--- src/rtl/sync_dp_ram_be.sv ---
// Simple dual-port RAM: one clock, one write port with per-byte enables and one
// read port. The array is cleared one word per cycle after reset, and the read
// port can optionally add an output register.
//
// Ports:
//   clk        single clock, all logic on posedge
//   rst        asynchronous active-high reset
//   wr_en      write request (wr_addr, wr_data, wr_be)
//   wr_be      byte enables; bit i covers wr_data[8i+7:8i]
//   rd_en      read request (rd_addr)
//   rd_data    read data, valid while rd_valid=1; otherwise holds its last value
//   rd_valid   one-cycle pulse per accepted read, aligned with rd_data
//   init_busy  high while the array is being cleared; requests are ignored
module sync_dp_ram_be #(
  parameter int unsigned DATA_W   = 32,
  parameter int unsigned ADDR_W   = 3,
  parameter int unsigned RDW_MODE = 0,
  parameter int unsigned OUT_REG  = 0
) (
  input  logic              clk,
  input  logic              rst,
  input  logic              wr_en,
  input  logic [ADDR_W-1:0] wr_addr,
  input  logic [DATA_W-1:0] wr_data,
  input  logic [DATA_W/8-1:0] wr_be,
  input  logic              rd_en,
  input  logic [ADDR_W-1:0] rd_addr,
  output logic [DATA_W-1:0] rd_data,
  output logic              rd_valid,
  output logic              init_busy
);

  localparam int unsigned NB    = DATA_W / 8;
  localparam int unsigned DEPTH = 1 << ADDR_W;

  typedef enum logic {S_INIT, S_RUN} state_t;

  state_t            state_q, state_d;
  logic [ADDR_W-1:0] cnt_q, cnt_d;
  logic              init_busy_d;
  logic              wr_fire_c, rd_fire_c;
  logic [DATA_W-1:0] old_word_c, merged_c, rd_word_c;

  logic [DATA_W-1:0] mem [DEPTH];

  // Next state: INIT walks the clear counter, RUN accepts port requests.
  always_comb begin
    state_d   = state_q;
    cnt_d     = cnt_q;
    wr_fire_c = 1'b0;
    rd_fire_c = 1'b0;
    unique case (state_q)
      S_INIT: begin
        cnt_d = ADDR_W'(cnt_q + 1'b1);
        if (cnt_q == ADDR_W'(DEPTH - 1)) state_d = S_RUN;
      end
      S_RUN: begin
        wr_fire_c = wr_en;
        rd_fire_c = rd_en;
      end
      default: state_d = S_INIT;
    endcase
    init_busy_d = (state_d == S_INIT);
  end

  // State, clear counter and busy flag.
  always_ff @(posedge clk or posedge rst) begin
    if (rst) begin
      state_q   <= S_INIT;
      cnt_q     <= '0;
      init_busy <= 1'b1;
    end else begin
      state_q   <= state_d;
      cnt_q     <= cnt_d;
      init_busy <= init_busy_d;
    end
  end

  // Read word, with the write merged in on a same-address collision in WRITE_FIRST mode.
  always_comb begin
    old_word_c = mem[rd_addr];
    merged_c   = old_word_c;
    for (int unsigned i = 0; i < NB; i++) begin
      if (wr_be[i]) merged_c[8*i +: 8] = wr_data[8*i +: 8];
    end
    rd_word_c = old_word_c;
    if ((RDW_MODE == 1) && wr_fire_c && (wr_addr == rd_addr)) rd_word_c = merged_c;
  end

  // Storage: cleared during INIT, byte-masked writes during RUN. No reset on the array.
  always_ff @(posedge clk) begin
    if (state_q == S_INIT) begin
      mem[cnt_q] <= '0;
    end else if (wr_fire_c) begin
      for (int unsigned i = 0; i < NB; i++) begin
        if (wr_be[i]) mem[wr_addr][8*i +: 8] <= wr_data[8*i +: 8];
      end
    end
  end

  // Read output path, one or two register stages.
  if (OUT_REG == 0) begin : g_direct
    always_ff @(posedge clk or posedge rst) begin
      if (rst) begin
        rd_valid <= 1'b0;
        rd_data  <= '0;
      end else begin
        rd_valid <= rd_fire_c;
        if (rd_fire_c) rd_data <= rd_word_c;
      end
    end
  end else begin : g_piped
    logic              p_valid_q;
    logic [DATA_W-1:0] p_data_q;

    always_ff @(posedge clk or posedge rst) begin
      if (rst) begin
        p_valid_q <= 1'b0;
        p_data_q  <= '0;
        rd_valid  <= 1'b0;
        rd_data   <= '0;
      end else begin
        p_valid_q <= rd_fire_c;
        if (rd_fire_c) p_data_q <= rd_word_c;
        rd_valid  <= p_valid_q;
        if (p_valid_q) rd_data <= p_data_q;
      end
    end
  end

endmodule

--- config.mk ---
export PLATFORM = sky130hd
export DESIGN_NAME = sync_dp_ram_be
export DESIGN_NICKNAME = d
export VERILOG_FILES = /design/src/rtl/sync_dp_ram_be.sv
export SDC_FILE = /design/constraint.sdc
export NUM_CORES = 1
export LEC_CHECK = 0
export CAP_MARGIN = 20
export CORE_AREA = 3 3 166 168
export CTS_CLUSTER_DIAMETER = 50
export DETAILED_ROUTE_END_ITERATION = 10
export DIE_AREA = 0 0 169 171
export GPL_TIMING_DRIVEN = 0
export PLACE_DENSITY = 0.73
export SKIP_LAST_GASP = 1
export SLEW_MARGIN = 20
export SYNTH_ARGS = -nofsm -noshare
export SYNTH_HDL_FRONTEND = slang
export SYNTH_SLANG_ARGS = --single-unit
--- constraint.sdc ---
create_clock -name clk -period 3.9 [get_ports clk]
set_input_delay 0.585 -clock clk [delete_from_list [all_inputs] [get_ports clk]]
set_output_delay 0.585 -clock clk [all_outputs]
set_load 0.01 [all_outputs]
# Yosys cells after proc, flatten, opt, wreduce, memory -nomap -nowiden
# Memories as Yosys holds them, arrays and structs flattened. A register that Yosys moved wholly into a read port is not among the register bits.
# Index checks and enable logic that the tools add are counted.
[word_totals]
out_inout_bits = 34
n_memories = 1
register_bits = 6
mem_bits_rw = 256
in_bits = 46
[memory_table]
columns = ["memory", "words", "word_bits", "read_ports", "rd_ports_with_merged_regs", "write_ports", "line", "text"]
rows = [
  ["mem", 8, 32, 1, 1, 1, "44", "logic [DATA_W-1:0] mem [DEPTH];"],
]
[op_classes]
n_reduce_logical = 1
eq_ne = 1
mux = 24
bitwise = 1
addsub = 1
[op_table]
columns = ["operator", "n"]
rows = [
  ["$mux W32", 1],
  ["$reduce_or A32 Y1", 1],
  ["$mux W1", 21],
  ["$mux W4", 1],
  ["$add A3 B1 Y3 const B", 1],
  ["$eq A3 B3 Y1 const B", 1],
  ["$mux W3", 1],
  ["$not A1 Y1", 1],
]

# Logic depth before layout (Yosys ltp)
[depth]
depth_word = 6
ltp_mapped = 6
ltp_nobuf = 4

# Worst setup path after synthesis
# OpenSTA, ideal clock, no wires.
[synth_timing]
path_kind = "input to register"
startpoint = "in wr_en"
endpoint = "mem mem[5][0], enable pin"
arrival_time_ps = 1871
setup_slack_ps = 1654
path_stages = 4
path_buffers = 1
t_required_ps = 3525
cell_sequence = "buf_2 -> nand2_2 -> or4_1 -> a21oi_1"
[synth_between]
elab_chain_len = 6
word_cells_on_any_way = 16
cone_classes = "mux: 15; reduce/logical: 1"
[synth_rtl]
columns = ["item", "line", "text"]
rows = [
  ["start: declaration", "22", "input logic wr_en,"],
  ["$mux W1 *", "52", "unique case (state_q)"],
  ["$mux W1", "94", "end else if (wr_fire_c) begin"],
  ["$mux W1", "92", "if (state_q == S_INIT) begin"],
  ["$mux W1 (implied by the code)", "96", "if (wr_be[i]) mem[wr_addr][8*i +: 8] <= wr_data[8*i +: 8];"],
  ["$reduce_or A32 Y1 (no source line)", "--", ""],
  ["$mux W3 (no source line) / $mux W4 (equally long branches)", "--", ""],
  ["end: declaration", "44", ""],
]
# Every way passes the cells marked *; elsewhere a longest branch is shown, timed or not.

# Final worst setup path
[layout_timing]
startpoint = "in wr_be[2]"
endpoint = "mem mem[2][10], enable pin"
[layout_between]
elab_chain_len = 6
word_cells_on_any_way = 7
cone_classes = "mux: 6; reduce/logical: 1"
[layout_rtl]
columns = ["item", "line", "text"]
rows = [
  ["start: declaration", "25", "input logic [DATA_W/8-1:0] wr_be,"],
  ["$mux W1 *", "96", ""],
  ["$mux W1 *", "94", ""],
  ["$mux W1 *", "92", ""],
  ["$mux W1 (implied by the code) *", "96", ""],
  ["$reduce_or A32 Y1 (no source line) *", "--", ""],
  ["$mux W3 (no source line) / $mux W4 (equally long branches)", "--", ""],
]
# Marks and branches as above.

==> run metrics <==
Min Hold Slack 0.357 ns; deepest clock path buffer count 3; CTS sink cnt 294; HP Class primary input to asynchronous set/reset pin; fin area approximately 14000 um2; sequential element share of the synthesized area 0.732; initial antenna violation count 3; Worst Path Required a little over 4 ns; Max stage delay on crit path 0.97 ns; layout cell share with drive strength beyond 1 0.186; Root Driver clkbuf_16; via/cell ratio 5.80; GRT overflow 0; Lkg Pwr between 5 and 6 nW; Reg clk slew, reported paths 0.07 ns; Die X 169 um; Yosys Warn Count 0; Max VDD drop 0.269 mV; PortBufs 77; I/O pins 80; Final #Nets ~870; most frequent cell after synthesis edfxtp_1; first-pass GRT wire length 42.3 mm; Worst setup SP type primary input; FILL cells 2068; CP arrival around 3.0 ns; Worst Path Max Fanout 10; Synth async-reset ratio 0.129; setup_tns 0 ns; crit path time final 2.85 ns; post-synth top area share 0.651; Synth area leader edfxtp_1; relative slew slack 0.253; detailed-route wire length per cell 24.3 um; critical path, cell by cell clkdlybuf4s50_1, nor4_4, o2111ai_1, a21oi_1; Worst-Skew Late Latency 0.55 ns; row count 59; maxcap violations 0; Largest delay share family, worst path compound AO/OA/AOI/OAI gates; Starting Density 0.453; core box area 26100 um2; final hold vios 0; CTS tree built; flops & latches, synth a little under 300; DRC viols 0; Max Freq 350 MHz; Final period util 0.732; post-cts hold buffer count 0; Post-synth top flop edfxtp_1; Synth top cells by count edfxtp_1 (256), mux2_2 (66), mux2i_1 (64); Final setup viols 0; total wire length about 29 mm; die height roughly 170 um; mapped cell area between 10000 and 15000 um2; Detailed Routing Iterations Pass 1 5; number of synthesized flops with an enable pin between 200 and 300; gpl congestion 0.932; distinct cell type count after synthesis 34; Setup Buffers After CTS 0; RSZ-0062 raised after global routing false; total CTS buffers 29; Area Growth Syn to Fin 19.0%; total power divided by cell area 484 nW/um2; cts repair resizes 0; Buf+Inv Stages, Crit Path 1; Slew Limit Fails 0; largest net degree at the start of global routing 24; Setup Skew about 0.016 ns; vias in the first global route 6951; top post-synthesis cells by area edfxtp_1 (65%), dfrtp_1 (7.8%), mux2_2 (6.3%); dpl cell area roughly 13000 um2; Detail Route Antenna Nets 0; Post-Synthesis Cells 707; total number of vias 6832; DR iter-0 viols 647; critical path class primary input to register; DP HPWL 18.7 mm; CP max stage cell a21oi_1; Crit. End Element register; die area around 29000 um2; Slew @ Worst Pin 1.12 ns; all-layer global routing usage 0.197; Syn Nets 755; H-tree depth 1; Synth Area per Inst 16.7 um2; status finished clean
worst reg2reg max path, delay by kind of cell (launching register included):
family	cells	cell delay, ns
DFF	1	0.34
buffers and inverters	1	0.17
AOI/OAI and AO/OA	1	0.89
and+or+nand+nor	2	0.81
logic make-up (layout without fill, tap and decap cells):
logic type / after synthesis / in the layout / synth area share
flip-flops: 294 / 294 / 0.732
AO/OA/AOI/OAI: 140 / 140 / 0.0829
multiplexers: 130 / 130 / 0.117
AND/OR/NAND/NOR: 91 / 91 / 0.0423
buffers and inverters: 49 / 182 / 0.0226
adder cells (fa/ha/maj): 2 / 2 / 0.00212
XOR/XNOR: 1 / 1 / 0.000742
other: 0 / 2 / 0
layout make-up:
class	count	area [um2]	area share
Buffer	43	244	0.0174
Sequential cell	294	8640	0.615
Tap cell	335	419	0.0298
Timing Repair Buffer	79	798	0.0568
Clock buffer	44	852	0.0607
Antenna cell	2	5.00	0.000356
Inverter	6	22.5	0.00160
Multi-Input combinational cell	364	2950	0.210
Clock inverter	10	116	0.00829
sequential cells by signal, summed over array words and instances, names as in the netlist:
name       flops
cnt_q          3
init_busy      1
mem          256
rd_data       32
rd_valid       1
state_q        1
metal layers:
layer	global-route usage	share of wire	vias to the layer above
met3	0.0323	0.066	70
met2	0.347	0.50	277
met4	0.0600	0.028	2
met5	0	0.00045	-
met1	0.251	0.40	3455
li1	-	-	3028
through the flow:
| step | setup slack [ns] | cells | util | power (mW) |
|---|---|---|---|---|
| 2_1_floorplan | 1.65 | 707 | - | 3.82 |
| 3_3_place_gp | 0.493 | 1119 | 0.499 | 4.06 |
| 3_5_place_dp | 0.450 | 1121 | 0.501 | 4.08 |
| 4_1_cts | 1.01 | 1175 | 0.538 | 6.83 |
| 5_1_grt | 0.920 | 1176 | 0.539 | 6.99 |
| 6_report | 1.05 | 1177 | 0.539 | 6.80 |
power by group:
group	internal [mW]	switching, mW
combinational	0.224	0.277
sequential	3.48	0.0296
clock	1.64	1.15
cell usage in the layout, fill, tap and decap left out, drive strengths merged, types with 4 or more instances in the layout:
master	n
dfrtp	37
clkdlybuf4s50	77
o22ai	32
a21boi	4
inv	7
a22o	32
edfxtp	256
mux2	66
nor2	4
clkbuf	63
nand2	37
o31ai	32
clkinv	5
buf	26
a21oi	32
mux2i	64
o2111ai	6
and3	33
path summary, 6_finish.rpt:
| check | startpoint | to | slack [ns] | depth (start not counted) |
|---|---|---|---|---|
| min reg2reg | rd_data[17] | rd_data[17] | 0.47 | 2 |
| max in group asynchronous | rst | rd_valid | 3.00 | 3 |
| min | rst | rd_data[3] | 0.36 | 2 |
| min in group clk | rd_data[17] | rd_data[17] | 0.47 | 2 |
| max | wr_be[2] | mem[2][10] | 1.05 | 4 |
| max reg2reg | state_q | mem[5][24] | 1.31 | 4 |
Note: power is estimated with default switching activity, not from simulation.
